**src/rtl/branch_dispatch.sv**
```systemverilog
// Branch issue stage: accepts one branch from decode, drives the condition
// evaluator, and converts its result into a one-cycle redirect/flush.
module branch_dispatch #(
  parameter int unsigned PC_W  = 32,
  parameter int unsigned CNT_W = 16
) (
  input  logic             clk,
  input  logic             rst_n,
  input  logic             i_br_valid,
  output logic             o_br_ready,
  input  logic [1:0]       i_br_kind,
  input  logic [PC_W-1:0]  i_br_rs,
  input  logic [PC_W-1:0]  i_br_rt,
  input  logic [PC_W-1:0]  i_br_pc,
  input  logic [15:0]      i_br_offset,
  output logic [1:0]       o_cond_kind,
  output logic             o_cond_data,
  input  logic             i_cond_taken,
  input  logic             i_kill,
  output logic             o_stall,
  output logic             o_redirect_valid,
  output logic [PC_W-1:0]  o_redirect_pc,
  output logic             o_flush,
  output logic [CNT_W-1:0] o_taken_count
);

  localparam int unsigned OFF_W = 16;

  typedef enum logic [1:0] {
    S_IDLE    = 2'd0,
    S_EVAL    = 2'd1,
    S_RESOLVE = 2'd2
  } state_t;

  state_t            r_state;
  state_t            w_state_nxt;
  logic [1:0]        r_kind;
  logic              r_flag;
  logic [PC_W-1:0]   r_target;
  logic              r_taken_q;
  logic [CNT_W-1:0]  r_taken_count;

  logic              w_accept;
  logic [PC_W-1:0]   w_offset_ext;
  logic [PC_W-1:0]   w_target;

  assign w_accept     = (r_state == S_IDLE) && i_br_valid && !i_kill;
  // Word offset sign-extended to PC width, target wraps modulo 2^PC_W.
  assign w_offset_ext = {{(PC_W-OFF_W){i_br_offset[OFF_W-1]}}, i_br_offset};
  assign w_target     = i_br_pc + PC_W'(4) + (w_offset_ext << 2);

  // State register
  always_ff @(posedge clk or negedge rst_n) begin
    if (!rst_n) r_state <= S_IDLE;
    else        r_state <= w_state_nxt;
  end

  // Next-state logic; kill aborts any in-flight branch
  always_comb begin
    w_state_nxt = r_state;
    case (r_state)
      S_IDLE:    if (w_accept) w_state_nxt = S_EVAL;
      S_EVAL:    w_state_nxt = i_kill ? S_IDLE : S_RESOLVE;
      S_RESOLVE: w_state_nxt = S_IDLE;
      default:   w_state_nxt = S_IDLE;
    endcase
  end

  // Captured branch, evaluator result and saturating redirect counter
  always_ff @(posedge clk or negedge rst_n) begin
    if (!rst_n) begin
      r_kind        <= 2'd0;
      r_flag        <= 1'b0;
      r_target      <= '0;
      r_taken_q     <= 1'b0;
      r_taken_count <= '0;
    end else begin
      if (w_accept) begin
        r_kind   <= i_br_kind;
        r_flag   <= (i_br_rs == i_br_rt);
        r_target <= w_target;
      end
      if (r_state == S_EVAL) r_taken_q <= i_cond_taken;
      if ((r_state == S_RESOLVE) && r_taken_q && !i_kill && (r_taken_count != '1))
        r_taken_count <= r_taken_count + CNT_W'(1);
    end
  end

  // Output decode
  always_comb begin
    o_br_ready       = 1'b0;
    o_stall          = 1'b0;
    o_cond_kind      = 2'd3;
    o_cond_data      = 1'b0;
    o_redirect_valid = 1'b0;
    o_redirect_pc    = '0;
    case (r_state)
      S_IDLE: o_br_ready = 1'b1;
      S_EVAL: begin
        o_stall     = 1'b1;
        o_cond_kind = r_kind;
        o_cond_data = r_flag;
      end
      S_RESOLVE: begin
        o_stall          = 1'b1;
        o_redirect_valid = r_taken_q && !i_kill;
        o_redirect_pc    = r_taken_q ? r_target : '0;
      end
      default: o_br_ready = 1'b0;
    endcase
  end

  assign o_flush       = o_redirect_valid;
  assign o_taken_count = r_taken_count;

endmodule
```
**config.mk**
```make
export PLATFORM = sky130hd
export DESIGN_NAME = branch_dispatch
export DESIGN_NICKNAME = d
export VERILOG_FILES = /design/src/rtl/branch_dispatch.sv
export SDC_FILE = /design/constraint.sdc
export NUM_CORES = 1
export LEC_CHECK = 0
export ABC_AREA = 1
export BUFFER_PORTS_ARGS = -buffer_cell sky130_fd_sc_hd__buf_2
export CAP_MARGIN = 20
export CORE_MARGIN = 2
export CORE_UTILIZATION = 25
export CTS_CLUSTER_SIZE = 8
export DETAILED_ROUTE_END_ITERATION = 7
export PLACE_DENSITY = 0.54
export SETUP_SLACK_MARGIN = 0.02
export SLEW_MARGIN = 20
export SYNTH_ARGS = -nofsm -noshare
export SYNTH_HDL_FRONTEND = slang
export SYNTH_SLANG_ARGS = --single-unit
```
**constraint.sdc**
```tcl
create_clock -name clk -period 1.9 [get_ports clk]
set_input_delay 0.095 -clock clk [delete_from_list [all_inputs] [get_ports clk]]
set_output_delay 0.095 -clock clk [all_outputs]
set_load 0.005 [all_outputs]
```
==> out/metrics.yaml, run 1 <==
cp.arrival_ps: 1880
max_stage_delay_ps: 390
avgRoutedWirePerCell_um: 11.4
track_usage: 0.134
leakage_uw: 0.00419
outcome: "complete, no violations"
final_common_cell: "nand2_1"
synth.avg_cell_area_um2: 6.54
overflow: 0
ir_drop_mv: 0.343
rsz0062_at_grt: "false"
nets: 1219
drt_iter0_markers: 198
ys_seq_elements: 54
cp_top_family: "simple AND/OR/NAND/NOR gates"
drt-pass1-iter-count: 5
dieHeight_um: 151
layout-drive-gt1-share: 0.245
cp-end-kind: "flop"
final_cell_mix: "nand2_1 (273), buf_2 (172), inv_1 (146)"
antenna_found_initial: 0
syn_area_mm2: 0.00538
die-area_mm2: 0.0227
cts_tree: "yes"
worst-path-max-fanout: 12
r2r_cells: 8
routed_wl_um: 15000
slowest_stage: "ha_1"
place_ws_ps: -168
areaGrowthSynthToFinish_pct: 31.5
initial_core_util: 0.255
clk_path_buf_depth: 2
core_area_mm2: 0.0211
post-route-min-period_ps: 1690
crit_path_cell_trace: "clkbuf_4, ha_1, ha_1, nand2_1, nor2_1, nand2_1, nor2_1, nand2_1, nand3_1, nand2_1, nand3_1, o21ai_0"
place_congestion: 0.826
finClkSkew_ps: 6.82
worstHoldEndpoint: "r_kind[0]"
final_antenna_net_count: 0
period_share: 0.892
cts_setup_buffers: 0
route.detailed.drc: 0
hpwl_um: 12700
insertion_delay_ps: 300
final_max_slew_viol_count: 0
path_common_cell: "nand2_1"
hold_path_startpoint: "i_br_kind[0]"
postLayoutCellArea_mm2: 0.00708
hold_viol_final: 0
setup_violations: 0
n_antenna_cell: 0
cp-start-kind: "input pin"
clkSinkCount: 54
rows: 53
die_w_um: 151
reg2reg_from: "o_taken_count[0]"
r2r_slack_ps: 210
crit_type: "input pin to flop"
cts_max_level: 2
yosysSeqAreaShare: 0.251
netlist_instances: 823
hold_path.class: "input pin to flop"
synth_fp_nets: 1004
fillerInstances: 2398
tightest_slew_ps: 334
cts.reportedPaths.clkPinSlew_ps: 80
power_density_mw_per_mm2: 714
place_area_mm2: 0.00691
r2r_end: "o_taken_count[15]"
hold_depth: 3
path_buf_inv: 1
clock.fmax_mhz: 590
crit_required_ps: 2090
path_depth: 12
grt_pass1_vias: 5148
grt_pass1_wl_um: 24400
cts_root_buf: "clkbuf_16"
cts_made_buffers: 5
grt_start_max_net_pins: 55
vias: 5394
slew_headroom: 0.778
ys_types: 34
portBuffers: 173
ioPinCount: 174
viasPerCell: 4.11
ys.warnings.count: 0
maxCapViolCount: 0
setup_ws_ps: 206
==> stage by stage <==
| step | hold WS, ps | setup TNS (ps) | power [uW] | utilization | cells |
|---|---|---|---|---|---|
| 2_1_floorplan | -201 | 0 | 3180 | - | 823 |
| 3_3_place_gp | 122 | -2080 | 4130 | 0.327 | 1305 |
| 3_5_place_dp | 123 | -2340 | 4150 | 0.327 | 1305 |
| 4_1_cts | 7.48 | 0 | 5130 | 0.335 | 1314 |
| 5_1_grt | 22.5 | 0 | 5520 | 0.336 | 1314 |
| 6_report | 9.00 | 0 | 5060 | 0.336 | 1314 |
==> cell type report <==
cell class,instances,area (um2),share of cell area
multi-input combinational,610,3440,0.486
sequential,54,1350,0.191
timing repair buffer,220,1250,0.176
inverter,147,552,0.0779
tap,275,344,0.0486
clock buffer,5,125,0.0177
clock inverter,3,18.8,0.00265
==> cells in the mapped netlist (all sizes together) <==
master / count / area [um2]
a21oi: 16 / 80.1
o21bai: 1 / 7.51
o21ai: 26 / 130
nor3: 8 / 61.3
fa: 1 / 20.0
nand3b: 11 / 90.1
clkbuf: 8 / 30.0
o22ai: 3 / 18.8
inv: 147 / 552
buf: 4 / 28.8
xor2: 18 / 158
xnor2: 37 / 324
mux2: 1 / 11.3
o211ai: 1 / 7.51
dfrtp: 54 / 1350
nor2: 90 / 363
nand4: 12 / 90.1
nand2: 279 / 1060
nand3: 42 / 215
or2: 2 / 12.5
ha: 61 / 763
a21o: 1 / 7.51
==> state kept, by name, indices dropped and copies added, names as in the netlist <==
| name | flops |
|---|---|
| r_state | 2 |
| r_taken_q | 1 |
| r_target | 32 |
| o_taken_count | 16 |
| r_flag | 1 |
| r_kind | 2 |
==> cell families after synthesis <==
kind of cell | synth area share
flops | 0.251
fa+ha+maj | 0.145
xor+xnor | 0.0895
buf+inv | 0.113
compound gates | 0.0467
mux | 0.00209
simple gates | 0.352
==> metal layers <==
metal / part of all wire / GRT usage / up-vias
li1: - / - / 2949
met4: 0.0091 / 0.0192 / 0
met2: 0.46 / 0.229 / 102
met5: 0 / 0 / -
met1: 0.49 / 0.185 / 2331
met3: 0.044 / 0.0130 / 12
==> worst min-delay path: cells and delay by family <==
| family | cells | cell delay [ps] |
|---|---|---|
| compound gates | 1 | 60 |
| simple gates | 1 | 40 |
| buf+inv | 1 | 80 |
==> where the power goes <==
group	internal (uW)	switching [uW]
combinational	1010	1370
clock	491	455
sequential	1550	190
total	3040	2010
==> worst max path at each step <==
stage	from	endpoint	slack, ps
global route	i_br_offset[15]	r_target[25]	50
CTS	i_br_offset[15]	r_target[25]	150
global placement	i_br_offset[15]	r_target[25]	-170
detailed placement	i_br_offset[15]	r_target[25]	-170
floorplan	i_br_pc[3]	r_target[31]	70
finish	i_br_offset[15]	r_target[27]	210
==> timing repair <==
item / CTS / global route
gates resized for setup: 0 / 6
hold buffers: 1 / 0
setup endpoints to repair: 0 / 13
endpoints found under the hold margin: 54 / 0
Power figures use the tool's default switching activity.
==> run 2, diff against run 1 <==
--- a/config.mk
+++ b/config.mk
@@ -5,14 +5,13 @@
 export SDC_FILE = /design/constraint.sdc
 export NUM_CORES = 1
 export LEC_CHECK = 0
-export ABC_AREA = 1
 export BUFFER_PORTS_ARGS = -buffer_cell sky130_fd_sc_hd__buf_2
 export CAP_MARGIN = 20
 export CORE_MARGIN = 2
 export CORE_UTILIZATION = 25
 export CTS_CLUSTER_SIZE = 8
 export DETAILED_ROUTE_END_ITERATION = 7
-export PLACE_DENSITY = 0.54
+export PLACE_DENSITY = 0.55
 export SETUP_SLACK_MARGIN = 0.02
 export SLEW_MARGIN = 20
 export SYNTH_ARGS = -nofsm -noshare
==> constraint.sdc (replaced) <==
create_clock -name clk -period 1.7 [get_ports clk]
set_input_delay 0.085 -clock clk [delete_from_list [all_inputs] [get_ports clk]]
set_output_delay 0.085 -clock clk [all_outputs]
set_load 0.005 [all_outputs]
==> out/metrics.yaml, run 2 <==
hold_viol_final: 0  # unchanged
ys_seq_elements: 54  # unchanged
leakage_uw: 0.00396  # -5.5%
postSynth.asyncResetShare: 1.00  # unchanged
postLayoutCellArea_mm2: 0.00812  # +15%
fin_setup_tns_ps: -2700  # -2700 ps
grt_pass1_vias: 5172  # +0.47%
setup_ws_ps: -315  # -521 ps
place_area_mm2: 0.00719  # +4.2%
initial_core_util: 0.254  # -0.00113
cp.arrival_ps: 2230  # +350 ps
failed_checks: "setup timing"
crit_required_ps: 1920  # -170 ps
route.detailed.drc: 0  # unchanged
synth_common_cells: "nand2_1 (74), ha_1 (61), dfrtp_1 (54), and3_1 (42), xnor2_1 (42)"
n_antenna_cell: 0  # unchanged
final_antenna_net_count: 0  # unchanged
finClkSkew_ps: 9.28  # +2.46 ps
largest_reg_flops: 32  # unchanged
grt_pass1_wl_um: 25500  # +4.7%
cts.reportedPaths.clkPinSlew_ps: 90  # about the same
final_cell_mix: "buf_2 (164), buf_4 (123), nand2_1 (65)"
grt_start_max_net_pins: 55  # unchanged
ioPinCount: 174  # unchanged
clkSinkCount: 54  # unchanged
antenna_found_initial: 0  # unchanged
yosysSeqAreaShare: 0.284  # +0.0332
slew_headroom: 0.739  # -0.0387
ys.warnings.count: 0  # unchanged
drt-pass1-iter-count: 7  # +2
portBuffers: 173  # unchanged
setup_violations: 16  # +16
ys.flop_type: "dfrtp_1"
cts_tree: "yes"
tightest_slew_ps: 389  # +55.0 ps
synth.most_common_cell: "nand2_1"
final_max_slew_viol_count: 0  # unchanged
cts_root_buf: "clkbuf_16"
yosysTopAreaCellShare: 0.284  # +0.0332
routed_wl_um: 16500  # +11%
place_ws_ps: -682  # -514 ps
synth.avg_cell_area_um2: 8.66  # +32%
cp_top_family: "simple AND/OR/NAND/NOR gates"
vias: 5102  # -5.4%
synth_area_leaders: "dfrtp_1 (28%), ha_1 (16%), xnor2_1 (7.7%)"
synth_fp_nets: 730  # -27%
rows: 50  # -5.7%
overflow: 0  # unchanged
hold_ws_ps: 36.9  # +27.9 ps
netlist_instances: 549  # -33%
clock.fmax_mhz: 496
ir_drop_mv: 0.470  # +37%
maxCapViolCount: 0  # unchanged
ys_types: 57  # +68%
insertion_delay_ps: 300  # about the same
worst-path-max-fanout: 6  # -6
viasPerCell: 4.72  # +15%
path_buf_inv: 1  # unchanged
place_congestion: 0.859  # +4.0%
cp-start-kind: "input pin"
core_area_mm2: 0.0187  # -11%
cts_max_level: 2  # unchanged
synth_edf_count: 0  # unchanged
layout-drive-gt1-share: 0.521  # +0.275
track_usage: 0.158  # +0.0246
slowest_stage: "or3_1"
drt_iter0_markers: 219  # +11%
syn_area_mm2: 0.00475  # -12%
die-area_mm2: 0.0201  # -11%
rsz0062_at_grt: "true"
areaGrowthSynthToFinish_pct: 70.8
largest_register: "r_target"
dieHeight_um: 142  # -5.9%
post-route-min-period_ps: 2020
synth_top_area_cell: "dfrtp_1"
path_common_cell: "ha_4"
cp-end-kind: "flop"
power_density_mw_per_mm2: 840  # +18%
die_w_um: 142  # -5.9%
period_share: 1.19
crit_path_cell_trace: "buf_6, ha_4, ha_4, and3_4, nand4_1, a21o_1, a211o_1, or3_1, and3b_1, o31ai_1"
clk_path_buf_depth: 2  # unchanged
avgRoutedWirePerCell_um: 15.3  # +34%
final_common_cell: "buf_2"
crit_type: "input pin to flop"
nets: 1027  # -16%
cts_made_buffers: 5  # unchanged
hpwl_um: 12800  # +0.97%
outcome: "complete, but fails checks"
max_stage_delay_ps: 330  # -60 ps
hold_path.class: "input pin to flop"
==> run 2: cell count changes after synthesis, moves of 7 or more <==
cell,change
o31ai_1,+7
nand2_1,-199
inv_1,-133
xor2_1,+9
o21ai_0,+16
a21oi_1,+24
and3_1,+42
a21o_1,+10
nand3_1,-27
nand3b_1,-7
nor2_1,-65
==> run 2: cells by family (layout without fill, tap and decap cells) <==
group,after synthesis,in the layout,synth area share
AND/OR/NAND/NOR,198,198,0.210
AO/OA/AOI/OAI,127,127,0.164
XOR/XNOR,69,69,0.127
adder cells (fa/ha/maj),62,62,0.165
flip-flops,54,54,0.284
buffers and inverters,36,334,0.0429
multiplexers,3,3,0.00684
==> run 2: power by group <==
group          leakage, uW  internal, uW  switching (uW)  total, uW
registers         0.000694          1730             233       1960
logic              0.00318          1780            1830       3610
clock network    0.0000819           708             540       1250
==> run 2: metal layers <==
layer / vias up / GRT usage / part of all wire
li1: 2572 / - / -
met1: 2378 / 0.199 / 0.45
met2: 148 / 0.291 / 0.49
met3: 4 / 0.0307 / 0.059
met4: 0 / 0.0142 / 0.0018
met5: - / 0 / 0
==> run 2: metrics by stage <==
step	util	total power, uW	instances
after global routing	0.434	7360	1081
after global placement	0.385	5160	1051
after floorplan	-	3800	549
after CTS	0.420	6690	1076
after detailed placement	0.385	5200	1051
final	0.434	6820	1081
==> run 2: repair_timing <==
item | 4_1_cts | 5_1_grt
setup endpoints to repair | 31 | 40
resized for setup | 58 | 52
buffers inserted | 13 | 9
pin swaps | 48 | 74
endpoints found under the hold margin | 58 | 0
hold buffers | 5 | 0
gates cloned | 0 | 1
==> run 2: path summary, 6_finish.rpt <==
path                                    from  slack, ps                end  depth (start not counted)
max in group asynchronous              rst_n       1110        r_target[8]                          3
setup / recovery                 i_br_pc[11]       -320       r_target[30]                         10
hold / removal                  i_cond_taken         40          r_taken_q                          2
setup reg to reg           o_taken_count[11]         30   o_taken_count[5]                          8
min in group asynchronous              rst_n        310  o_taken_count[14]                          3
hold reg to reg                  r_target[0]        480        r_target[0]                          2
==> run 2: cell type report <==
type	count	area (um2)
fill	1847	10600
inverter	13	48.8
clock inverter	3	48.8
tap	234	293
sequential	54	1350
multi-input combinational	459	4190
clock buffer	5	125
timing repair buffer	313	2060
==> run 3, diff against run 2 <==
--- a/config.mk
+++ b/config.mk
@@ -7,11 +7,13 @@
 export LEC_CHECK = 0
 export BUFFER_PORTS_ARGS = -buffer_cell sky130_fd_sc_hd__buf_2
 export CAP_MARGIN = 20
+export CELL_PAD_IN_SITES_DETAIL_PLACEMENT = 1
+export CELL_PAD_IN_SITES_GLOBAL_PLACEMENT = 1
 export CORE_MARGIN = 2
 export CORE_UTILIZATION = 25
 export CTS_CLUSTER_SIZE = 8
 export DETAILED_ROUTE_END_ITERATION = 7
-export PLACE_DENSITY = 0.55
+export PLACE_DENSITY = 0.68
 export SETUP_SLACK_MARGIN = 0.02
 export SLEW_MARGIN = 20
 export SYNTH_ARGS = -nofsm -noshare
==> out/metrics.yaml, run 3 (same netlist as run 2, synthesis figures left out) <==
outcome: "complete, but fails checks"
failed_checks: "setup timing"
hold_path.class: "input pin to flop"
p_comb_frac: 0.559  # +0.029
ioPinCount: 174  # unchanged
n_antenna_cell: 0  # unchanged
areaGrowthSynthToFinish_pct: 80.0
nets: 1044  # +1.7%
slew_headroom: 0.753  # +0.0142
p_int_uw: 4450  # +5.6%
place_ws_ps: -744  # -62.4 ps
pwr-share-seq: 0.273  # -0.014
die_w_um: 142  # unchanged
setup_violations: 37  # +21
initial_core_util: 0.254  # unchanged
hold_ws_ps: 23.9  # -13.0 ps
slowest_stage: "a21oi_4"
layout-drive-gt1-share: 0.572  # +0.0511
leakage_uw: 0.00412  # +4.1%
fin_setup_tns_ps: -4360  # -1660 ps
grt_pass1_vias: 5651  # +9.3%
crit_type: "input pin to flop"
avgRoutedWirePerCell_um: 17.9  # +17%
final_cell_mix: "buf_2 (155), buf_4 (139), nand2_1 (61)"
dieHeight_um: 142  # unchanged
final_antenna_net_count: 0  # unchanged
cts_made_buffers: 5  # unchanged
hpwl_um: 14000  # +8.9%
period_share: 1.24  # +0.0502
finClkSkew_ps: 6.61  # -2.67 ps
ir_drop_mv: 0.458  # -2.6%
cp-end-kind: "flop"
cts.reportedPaths.clkPinSlew_ps: 80  # about the same
setup_ws_ps: -400  # -85.3 ps
power_density_mw_per_mm2: 853  # +1.6%
crit_required_ps: 1860  # -60 ps
cts_tree: "yes"
grt_start_max_net_pins: 55  # unchanged
track_usage: 0.181  # +0.0233
hold_viol_final: 0  # unchanged
clock.fmax_mhz: 476  # -4.1%
antenna_found_initial: 0  # unchanged
die-area_mm2: 0.0201  # unchanged
core_area_mm2: 0.0187  # unchanged
largest_reg_flops: 32  # unchanged
cp.arrival_ps: 2260  # +30 ps
crit_path_cell_trace: "buf_2, ha_4, ha_4, nand2_1, o21a_1, a21oi_4, a211oi_4, or2_4, buf_4, o31ai_1, o311ai_2"
tightest_slew_ps: 369  # -19.6 ps
sw_frac_of_total: 0.390  # +0.00818
routed_wl_um: 19600  # +19%
clk_path_buf_depth: 2  # unchanged
drt_iter0_markers: 152  # -31%
cts_max_level: 2  # unchanged
largest_register: "r_target"
portBuffers: 173  # unchanged
clock_power_share: 0.168  # -0.015
worst-path-max-fanout: 6  # unchanged
final_max_slew_viol_count: 0  # unchanged
insertion_delay_ps: 300  # about the same
cts_root_buf: "clkbuf_16"
grt_pass1_wl_um: 29000  # +14%
place_congestion: 0.830  # -3.3%
route.detailed.drc: 0  # unchanged
final_common_cell: "buf_2"
maxCapViolCount: 0  # unchanged
viasPerCell: 4.93  # +4.4%
max_stage_delay_ps: 320  # about the same
overflow: 0  # unchanged
rows: 50  # unchanged
drt-pass1-iter-count: 6  # -1
p_switching_uw: 2840  # +9.3%
vias: 5410  # +6.0%
post-route-min-period_ps: 2100  # +85.3 ps
path_common_cell: "ha_4"
clkSinkCount: 54  # unchanged
rsz0062_at_grt: "true"
cp-start-kind: "input pin"
[run 3: timing repair]
action                                  in CTS  in global routing
endpoints found under the setup margin      74                 62
gates resized for setup                     93                 85
hold endpoints to repair                    57                  0
buffers inserted                            18                 17
pin swaps                                   70                 65
gates cloned                                 1                  0
hold buffers                                 4                  0
[run 3: per-layer routing]
layer  global-route usage  part of all wire
met5                    0                 0
met4               0.0332             0.010
met3               0.0324             0.049
met2                0.338              0.53
met1                0.220              0.41
[run 3: power groups by stage]
stage	logic, uW	clock network, uW	registers [uW]
4_1_cts	3820	1250	1970
3_5_place_dp	3310	0	1970
5_1_grt	4470	1300	2050
2_1_floorplan	1860	0	1930
3_3_place_gp	3240	0	1950
6_report	4080	1230	1990
[run 3: worst max-delay path: cells and delay by family]
kind	cells	cell delay, ps
compound gates	5	1070
fa+ha+maj	2	540
buf+inv	2	240
simple gates	2	320
[run 3: cell type report]
| cell class | instances | area [um2] |
|---|---|---|
| clock buffers | 5 | 125 |
| clock inverters | 3 | 47.5 |
| fillers | 2131 | 10100 |
| inverters | 13 | 48.8 |
| multi-input cells | 459 | 4440 |
| flip-flops and latches | 54 | 1350 |
| well taps | 234 | 293 |
| repair buffers | 330 | 2250 |
[run 3: worst paths after layout]
check | startpoint | to | slack [ps] | cells past startpoint
max | i_br_pc[12] | r_target[29] | -400 | 11
min | i_br_pc[0] | r_target[0] | 20 | 3
max reg2reg | o_taken_count[5] | o_taken_count[13] | -50 | 8
min reg2reg | r_kind[1] | r_kind[1] | 480 | 2
max in group asynchronous | rst_n | r_target[10] | 1100 | 3
min in group asynchronous | rst_n | o_taken_count[15] | 310 | 3
[run 3: stage by stage]
step	cells	power, uW	area (um2)	util
3_3_place_gp	1055	5190	7220	0.386
3_5_place_dp	1055	5290	7220	0.386
5_1_grt	1098	7820	8560	0.457
6_report	1098	7300	8560	0.457
4_1_cts	1086	7040	8070	0.431
2_1_floorplan	549	3800	5320	-
